**config.mk**
```make
export PLATFORM = sky130hd
export DESIGN_NAME = button_input
export DESIGN_NICKNAME = d
export VERILOG_FILES = /design/src/rtl/button_input.sv
export SDC_FILE = /design/constraint.sdc
export NUM_CORES = 1
export LEC_CHECK = 0
export CORE_MARGIN = 2
export CORE_UTILIZATION = 30
export DETAILED_ROUTE_END_ITERATION = 12
export PLACE_DENSITY_LB_ADDON = 0.05
export SETUP_SLACK_MARGIN = 0.15
export SKIP_CTS_REPAIR_TIMING = 1
export SLEW_MARGIN = 10
export SYNTH_ARGS = -nofsm -noshare
export SYNTH_HDL_FRONTEND = slang
export SYNTH_SLANG_ARGS = --single-unit
```
**constraint.sdc**
```tcl
create_clock -name clk_25m -period 3.15 [get_ports clk_25m]
set_input_delay 0.7875 -clock clk_25m [delete_from_list [all_inputs] [get_ports clk_25m]]
set_output_delay 0.7875 -clock clk_25m [all_outputs]
set_load 0.01 [all_outputs]
```
**src/rtl/button_input.sv**
```systemverilog
// Push-button reader: synchronizes, debounces and classifies a raw pad
// into a clean level, press/release/short/long strobes and a press count.
module button_input #(
  parameter int DEBOUNCE_CYCLES = 250000,
  parameter int LONG_CYCLES     = 25000000,
  parameter bit ACTIVE_LOW      = 1'b1
) (
  input  logic       clk_25m,
  input  logic       rst,
  input  logic       btn_in,
  output logic       btn_level,
  output logic       press_pulse,
  output logic       release_pulse,
  output logic       short_pulse,
  output logic       long_pulse,
  output logic [7:0] press_count
);

  localparam int DW = $clog2(DEBOUNCE_CYCLES + 1);
  localparam int HW = $clog2(LONG_CYCLES + 1);

  localparam logic [DW-1:0] DB_LAST   = DW'(DEBOUNCE_CYCLES - 1);
  localparam logic [HW-1:0] HOLD_LAST = HW'(LONG_CYCLES - 1);

  typedef enum logic [1:0] {
    RELEASED,
    PRESSED,
    LONG_HELD
  } state_t;

  logic          raw;
  logic          s1;
  logic          s2;
  logic [DW-1:0] db_cnt;
  logic          db_done;
  logic          press_evt;
  logic          rel_evt;

  state_t        state_q;
  state_t        state_d;
  logic [HW-1:0] hold_q;
  logic [HW-1:0] hold_d;
  logic [7:0]    count_d;
  logic          press_d;
  logic          rel_d;
  logic          short_d;
  logic          long_d;

  assign raw = ACTIVE_LOW ? ~btn_in : btn_in;

  // Toggle on the edge where the run of disagreeing samples reaches the limit
  assign db_done   = (s2 != btn_level) && (db_cnt == DB_LAST);
  assign press_evt = db_done & ~btn_level;
  assign rel_evt   = db_done &  btn_level;

  always_ff @(posedge clk_25m) begin
    if (rst) begin
      s1        <= 1'b0;
      s2        <= 1'b0;
      db_cnt    <= '0;
      btn_level <= 1'b0;
    end else begin
      s1 <= raw;
      s2 <= s1;
      if (s2 == btn_level) begin
        db_cnt <= '0;
      end else if (db_done) begin
        db_cnt    <= '0;
        btn_level <= ~btn_level;
      end else begin
        db_cnt <= db_cnt + DW'(1);
      end
    end
  end

  always_ff @(posedge clk_25m) begin
    if (rst) begin
      state_q       <= RELEASED;
      hold_q        <= '0;
      press_count   <= 8'd0;
      press_pulse   <= 1'b0;
      release_pulse <= 1'b0;
      short_pulse   <= 1'b0;
      long_pulse    <= 1'b0;
    end else begin
      state_q       <= state_d;
      hold_q        <= hold_d;
      press_count   <= count_d;
      press_pulse   <= press_d;
      release_pulse <= rel_d;
      short_pulse   <= short_d;
      long_pulse    <= long_d;
    end
  end

  always_comb begin
    state_d = state_q;
    hold_d  = hold_q;
    count_d = press_count;
    press_d = 1'b0;
    rel_d   = 1'b0;
    short_d = 1'b0;
    long_d  = 1'b0;
    unique case (state_q)
      RELEASED: begin
        if (press_evt) begin
          state_d = PRESSED;
          hold_d  = '0;
          press_d = 1'b1;
          count_d = press_count + 8'd1;
        end
      end
      PRESSED: begin
        // A release on the threshold edge still counts as short
        if (rel_evt) begin
          state_d = RELEASED;
          rel_d   = 1'b1;
          short_d = 1'b1;
        end else if (hold_q == HOLD_LAST) begin
          state_d = LONG_HELD;
          long_d  = 1'b1;
        end else begin
          hold_d = hold_q + HW'(1);
        end
      end
      LONG_HELD: begin
        if (rel_evt) begin
          state_d = RELEASED;
          rel_d   = 1'b1;
        end
      end
      default: state_d = RELEASED;
    endcase
  end

endmodule

```
**Word level (Yosys, flattened, before mapping)**

Index checks and enable logic that the tools add are counted.

- Input port bits: 3
- Register bits: 60
- Word-level logic and storage cells: 58
- Output and inout port bits: 13

- Reduce and logical (&&, ||, !) cells: 13
- Multiplexer cells: 12
- Bitwise operators: 8
- Add/subtract/negate cells: 3
- Equal/unequal tests: 11

Operators by type and width:

| cell | count |
|---|---|
| 25-bit 2-to-1 mux | 3 |
| 25-bit one-hot mux with 2 select lines | 1 |
| 25-bit by 1-bit adder with 25-bit output, second input constant | 1 |
| 25-bit equality test, second input constant | 1 |
| 18-bit by 1-bit adder with 18-bit output, second input constant | 1 |
| 18-bit equality test, second input constant | 1 |
| 8-bit by 1-bit adder with 8-bit output, second input constant | 1 |
| 2-bit 2-to-1 mux | 4 |
| 2-bit != test, second input constant | 4 |
| 2-bit OR reduction | 4 |
| 1-bit NOT | 6 |
| 2-bit one-hot mux with 3 select lines | 1 |
| 3-bit OR reduction | 2 |
| 2-bit AND reduction | 2 |
| 4-bit AND reduction | 1 |
| 1-bit 2-to-1 mux | 3 |
| 3-bit != test, second input constant | 1 |
| 3-bit AND reduction | 1 |
| 1-bit bitwise AND | 2 |
| 2-bit by 1-bit equality test with 1-bit output, second input constant | 1 |
| 2-bit equality test, second input constant | 1 |
| 2-bit logical NOT | 1 |
| 2-bit nonzero test | 1 |
| 1-bit equality test | 1 |
| 2 further kinds | 2 |

**Depth between registers and ports, before layout**

Gate-level depths: netlist (run 1).

- Depth in word-level cells: 5
- Depth in mapped cells: 9
- Mapped depth without buffers: 8

**Worst setup path after synthesis (run 1)**

OpenSTA, ideal clock, no wires.

- Kind: register to register
- Start: register db_cnt[11]
- End: register hold_q[23]
- Cell stages (with the launch flop): 8
- Period minus slack after synthesis: 2,295 ps
- Data required time: 3,028 ps
- Path slack: 855 ps
- Data arrival time: 2,173 ps
- Library setup time: 122 ps
- Path buffers: 1
- Cells stage by stage: dfxtp_1 -> or4b_4 -> or4_4 -> o2111ai_2 -> nor2_1 -> buf_6 -> and3_1 -> a221o_1

- Cells in the longest elaborated chain, start to end: 5
- Elaborated cells on any way between the ends: 7
- Those cells by class: eq/ne: 3; bitwise: 2; reduce/logical: 2

Ends and longest elaborated chain:

| element | line | RTL |
|---|---|---|
| start, declared | 34 | `logic [DW-1:0] db_cnt;` |
| start signal, assigned | 71 | `db_cnt <= db_cnt + DW'(1);` |
| 18-bit equality test * | 52 | `assign db_done = (s2 != btn_level) && (db_cnt == DB_LAST);` |
| 1-bit logical AND * | 52 |  |
| 1-bit bitwise AND, on equally long branches | 54, 53 |  |
| 2-bit != test (no line) | -- |  |
| 4-bit AND reduction (no line) * | -- |  |
| end signal, assigned | 87 | `hold_q <= hold_d;` |
| end, declared | 41 | `logic [HW-1:0] hold_q;` |

Mark *: on every way between the ends. The rest lies on a longest branch, timed or not.
A chain may end at the register's enable or synchronous reset.

**Worst setup path in the final report (run 1)**

- Start: register db_cnt[11]
- End: register hold_q[7]

Same word-level chain as after synthesis.

==> metrics.txt, run 1 <==
Synth async-reset ratio=0; total power=1.666 mW; vias in the first global route=2588; total die area=10740 um2; remaining design rule violation count=0; slowest cell on the critical path=sky130_fd_sc_hd__or4b_4; wire length of the first global-routing pass=12.94 mm; Routed met3 length=242 um; power per unit of standard cell area=466.9 nW/um2; number of core rows=36; number of instances in the synthesized netlist=352; portion of the clock cycle consumed by the worst path in the final layout=0.8085; routability congestion estimate=0.7444; Vias/cell=5.150; Max VDD drop=0.1739 mV; GRT Residual Overflow=0; Rel. slew slack=0.5899; min-delay worst type=flip-flop to flip-flop; Pleak=1.180 nW; crit-path max FO=7; die outline width=103.6 um; Max Buffers Root-to-Sink=2; Largest delay share family, worst path=simple AND/OR/NAND/NOR gates; setup total negative slack=0 ns; number of fill cells in the layout=1015; TritonCTS clock tree=done; max frequency=392.7 MHz; capturing element type of the critical path=flip-flop; buffers plus inverters on the worst setup path=1; Final Routed Wirelength=7.554 mm; Post-synth EDFFs=0; starting utilization of the core area=0.3074; hold slack final=0.4467 ns; share of final-layout standard cells stronger than drive strength 1=0.09686; number of maximum-capacitance constraint violations=0; Detail Route Antenna Nets=0; all-layer global routing usage=0.1475; area of the core=9684 um2; M1 wire length=3.675 mm; Diodes inserted=0; WL per Instance=14.67 um; Post-Route Skew=0.01047 ns; portion of the post-synthesis area used by sequential elements=0.4035; buffer type at the clock tree root=sky130_fd_sc_hd__clkbuf_8; CP cell instances=or4b_4 > or4_4 > o221ai_2 > nor2_1 > buf_4 > o21a_1 > o32ai_1; met2 layer wire length in the routed design=3.523 mm; main flop type after synthesis=sky130_fd_sc_hd__dfxtp_1; dpl hpwl=5.251 mm; post-synthesis area per instance=8.456 um2; antenna violations before repair=0; total clock buffers created by CTS=9; syn nets=361; total I/O pin count=16; router iterations before antenna repair=5; Skew-Pair Late Insertion Delay=0.35 ns; Final Hold Viols=0; data arrival time of the critical path=2.81 ns; RSZ-0062 raised after global routing=false; startpoint kind of the worst setup timing path=flip-flop; number of different library cells in the post-synthesis netlist=54; final count of negative-setup-slack endpoints=0; outcome=completed; slew of the pin with the lowest slew margin=0.6152 ns; pin count of the biggest net entering global routing=24; synthesis-stage register bit count=60; top metal layer carrying routed signals=met4; post-route minimum period=2.547 ns; Final Slew Violations=0; routed via count=2652; area overhead of the layout relative to synthesis=19.88%; most frequent cells after synthesis=sky130_fd_sc_hd__dfxtp_1 (60), sky130_fd_sc_hd__nor2_1 (43), sky130_fd_sc_hd__nand3_1 (25); largest area contributor in the netlist=sky130_fd_sc_hd__dfxtp_1; Syn Std Cell Area=2977 um2; Port Buf Inserts=15; Clk pin slew, worst setup/hold paths=0.08 ns; delay of the slowest critical-path stage=0.56 ns; class of the most critical setup path=flip-flop to flip-flop; die height=103.6 um; net total in the final layout=386; Req. time, crit path=3.41 ns; DRC marker count from the first detailed-route iteration=63; proportion of netlist area held by the largest area contributor=0.4035; clock tree sinks=60; number of warning messages in the yosys log=0; deepest level of the CTS H-tree=3; most frequently used cell type in the post-synthesis netlist=sky130_fd_sc_hd__dfxtp_1; leading post-synthesis cells by cell area=sky130_fd_sc_hd__dfxtp_1 (40%), sky130_fd_sc_hd__nor2_1 (5.4%), sky130_fd_sc_hd__nand3_1 (4.2%)
## cell usage in the layout, fill, tap and decap left out, types with 6 or more instances in the layout
cell type                          n
sky130_fd_sc_hd__nor2_1           43
sky130_fd_sc_hd__nor4_1            6
sky130_fd_sc_hd__clkbuf_8          9
sky130_fd_sc_hd__o32ai_1           8
sky130_fd_sc_hd__nand2_1          22
sky130_fd_sc_hd__and3_1            8
sky130_fd_sc_hd__nand3_1          25
sky130_fd_sc_hd__dfxtp_1          60
sky130_fd_sc_hd__xor2_1           14
sky130_fd_sc_hd__buf_4            11
sky130_fd_sc_hd__nand4_1          13
sky130_fd_sc_hd__ha_1              6
sky130_fd_sc_hd__xnor2_1           8
sky130_fd_sc_hd__clkdlybuf4s50_1  15
sky130_fd_sc_hd__nor3_1           12
sky130_fd_sc_hd__o21ai_0          16
sky130_fd_sc_hd__a21oi_1          17
sky130_fd_sc_hd__inv_1            12
sky130_fd_sc_hd__or3_1            12
## layer usage
metal | GRT usage | vias up
met5 | 0 | -
met4 | 0.05502 | 0
met3 | 0.02832 | 10
met2 | 0.2389 | 39
met1 | 0.1950 | 1257
li1 | - | 1346
## area by class of cell
| cell class | count | area (um2) | area share |
|---|---|---|---|
| clock buffers | 9 | 123.9 | 0.03471 |
| clock inverters | 7 | 123.9 | 0.03471 |
| inverters | 13 | 48.80 | 0.01367 |
| multi-input cells | 267 | 1672 | 0.4684 |
| flip-flops and latches | 60 | 1201 | 0.3366 |
| well taps | 133 | 166.4 | 0.04663 |
| repair buffers | 26 | 232.7 | 0.06522 |
## logic make-up (layout without fill, tap and decap cells)
kind of cell	Yosys count	after routing	synth area share
and+or+nand+nor	168	168	0.3039
AOI/OAI and AO/OA	70	70	0.1644
DFF	60	60	0.4035
buffers and inverters	25	55	0.03489
xor gates and xnor gates	22	22	0.06473
adders and majority gates	6	6	0.02522
muxes	1	1	0.003363
## through the flow
| stage | utilization | cell area (um2) | setup WS, ns | cells |
|---|---|---|---|---|
| CTS | 0.3685 | 3568 | 0.5792 | 515 |
| floorplan | - | 2977 | 0.8553 | 352 |
| finish | 0.3685 | 3568 | 0.6034 | 515 |
| detailed placement | 0.3429 | 3321 | 0.5955 | 499 |
| global route | 0.3685 | 3568 | 0.4280 | 515 |
| global placement | 0.3429 | 3321 | 0.6349 | 499 |
## report_power, final
group | switching, mW | total, mW | internal (mW)
logic | 0.0161 | 0.0242 | 0.00817
registers | 0.000971 | 0.760 | 0.759
clock network | 0.351 | 0.881 | 0.531
## final timing paths
kind	startpoint	endpoint	slack, ns	cells after the start
setup / recovery	db_cnt[11]	hold_q[7]	0.60	7
hold / removal	s1	s2	0.45	1
setup reg to reg	db_cnt[11]	hold_q[7]	0.60	7
hold reg to reg	s1	s2	0.45	1
## registers in the layout, summed over array words and instances (netlist names), 2 cells and up
| name | cells |
|---|---|
| state_q | 2 |
| db_cnt | 18 |
| hold_q | 25 |
| press_count | 8 |
No activity file was read; power rests on OpenSTA's default activity.
==> inputs of run 2 (changes only) <==
clock period = 2.47 ns   (was 3.15 ns; I/O delays follow)
==> run 2 against run 1 <==
Count of clock-buffer cells in the layout is 3 higher. Non-clock buffer count increased by 22. Global-route usage up 0.27 points. Clock power up 28%. Die area did not move. Core utilization rose by 2.2 points. Cell count is 4.3% higher. Via count is 3.5% higher. Worst setup slack got worse by 0.44 ns. Clock skew up 0.0018 ns. Maximum frequency grew 11%. Power grew 28%. Critical path type unchanged. Largest cell class unchanged.
==> metrics.txt, run 2 (synthesized netlist as in run 1, its figures left out) <==
outcome=completed; Diodes inserted=0 (unchanged); buffers plus inverters on the worst setup path=1 (unchanged); Pleak=1.308 nW (+11%); number of flip-flops in the largest register=25 (unchanged); remaining design rule violation count=0 (unchanged); vias in the first global route=2657 (+2.7%); RSZ-0062 raised after global routing=true; final count of negative-setup-slack endpoints=0 (unchanged); CP cell instances=or4b_4 > or4_4 > o2111ai_4 > nor2_2 > buf_6 > and3_1 > a221o_1; total I/O pin count=16 (unchanged); routed via count=2744 (+3.5%); share of final-layout standard cells stronger than drive strength 1=0.1584 (+0.06156); power per unit of standard cell area=563.6 nW/um2 (+21%); total clock buffers created by CTS=9 (unchanged); crit-path max FO=5 (-2); delay of the slowest critical-path stage=0.54 ns (-0.02 ns); all-layer global routing usage=0.1502 (+0.002735); TritonCTS clock tree=done; setup total negative slack=0 ns (unchanged); Clk pin slew, worst setup/hold paths=0.07 ns (about the same); Final Routed Wirelength=7.790 mm (+3.1%); data arrival time of the critical path=2.53 ns (-0.28 ns); wire length of the first global-routing pass=13.20 mm (+2.0%); design area=3782 um2 (+6.0%); Rel. slew slack=0.6713 (+0.08146); die height=103.6 um (unchanged); commonest non-fill, non-tap cells in the layout=sky130_fd_sc_hd__dfxtp_1 (60), sky130_fd_sc_hd__nor2_1 (41), sky130_fd_sc_hd__buf_4 (29); WL per Instance=14.51 um (-1.1%); antenna violations before repair=0 (unchanged); total power=2.132 mW (+28%); slowest cell on the critical path=sky130_fd_sc_hd__or4b_4; buffer type at the clock tree root=sky130_fd_sc_hd__clkbuf_8; router iterations before antenna repair=6 (+1); most common library cell in the layout ignoring fill and taps=sky130_fd_sc_hd__dfxtp_1; Final Hold Viols=0 (unchanged); dpl hpwl=5.388 mm (+2.6%); fraction of the core area covered by cells at the end of the flow=0.3906 (+0.02209); DRC marker count from the first detailed-route iteration=99 (+57%); area overhead of the layout relative to synthesis=27.07%; deepest level of the CTS H-tree=3 (unchanged); Max Buffers Root-to-Sink=2 (unchanged); class of the most critical setup path=flip-flop to flip-flop; Vias/cell=5.110 (-0.77%); Port Buf Inserts=15 (unchanged); Req. time, crit path=2.70 ns (-0.71 ns); pin count of the biggest net entering global routing=34 (+42%); starting utilization of the core area=0.3074 (unchanged); Largest delay share family, worst path=simple AND/OR/NAND/NOR gates; Reg with most FFs=hold_q; total die area=10740 um2 (unchanged); capturing element type of the critical path=flip-flop; startpoint kind of the worst setup timing path=flip-flop; Detail Route Antenna Nets=0 (unchanged); portion of the clock cycle consumed by the worst path in the final layout=0.9324 (+0.1239); Max VDD drop=0.3119 mV (+79%); min-delay worst type=flip-flop to flip-flop; net total in the final layout=408 (+5.7%); area of the multi-input gates=1700 um2 (+1.7%); sequential cell area=1201 um2 (unchanged); max frequency=434.2 MHz (+11%); post-route minimum period=2.303 ns (-0.2437 ns); number of core rows=36 (unchanged); number of fill cells in the layout=1008 (-0.69%); Skew-Pair Late Insertion Delay=0.34 ns (about the same); Final Slew Violations=0 (unchanged); area of the core=9684 um2 (unchanged); slew of the pin with the lowest slew margin=0.4885 ns (-0.1267 ns); clock tree sinks=60 (unchanged); dpl cell area=3461 um2 (+4.2%); Regs by FF count=hold_q (25), db_cnt (18), press_count (8); Post-Route Skew=0.01231 ns (+0.001842 ns); number of maximum-capacitance constraint violations=0 (unchanged); GRT Residual Overflow=0 (unchanged); routability congestion estimate=0.7776 (+4.5%); die outline width=103.6 um (unchanged)
run 2: cell types whose count changed in the layout (fill, tap and decap cells not counted), sizes merged:
| cell | before | now |
|---|---|---|
| buf | 11 | 33 |
| clkbuf | 9 | 12 |
| inv | 13 | 12 |
| clkinv | 3 | 2 |
| clkinvlp | 1 | 0 |
run 2: through the flow:
step	std cells	hold slack, ns	setup slack (ns)
after detailed placement	516	0.4278	0.09157
after floorplan	352	0.4138	0.1753
after global routing	537	0.4573	0.1074
final	537	0.4416	0.1671
after global placement	516	0.4259	0.1119
after CTS	532	0.4538	0.07178
run 2: power by group:
part,leakage (nW),internal (mW),switching [mW]
logic,0.698,0.0130,0.0212
clock network,0.127,0.725,0.403
registers,0.483,0.969,0.000777
run 2: cell type report:
cell class	instances	share of cell area
timing repair buffer	48	0.1098
multi-input combinational	267	0.4496
sequential	60	0.3176
inverter	13	0.01290
clock inverter	4	0.02514
tap	133	0.04400
clock buffer	12	0.04102
run 2: routing by layer:
layer  up-vias  global-route usage  share of wire
li1       1396                   -              -
met1      1304              0.2047           0.50
met2        30              0.2351           0.45
met3        14             0.03272          0.025
met4         0             0.05212          0.016
met5         -                   0              0
run 2: path summary, 6_finish.rpt:
check / cells past startpoint / end / slack (ns) / from
min reg2reg: 1 / s2 / 0.44 / s1
max reg2reg: 7 / hold_q[24] / 0.17 / db_cnt[5]
min: 1 / s2 / 0.44 / s1
max: 7 / hold_q[24] / 0.17 / db_cnt[5]
run 2: worst reg2reg max path, stage by stage, from the launching register on:
cell and delay, ns:
sky130_fd_sc_hd__dfxtp_1 0.31, sky130_fd_sc_hd__or4b_4 0.54, sky130_fd_sc_hd__or4_4 0.48, sky130_fd_sc_hd__o2111ai_4 0.25, sky130_fd_sc_hd__nor2_2 0.08, sky130_fd_sc_hd__buf_6 0.14
sky130_fd_sc_hd__and3_1 0.15, sky130_fd_sc_hd__a221o_1 0.25
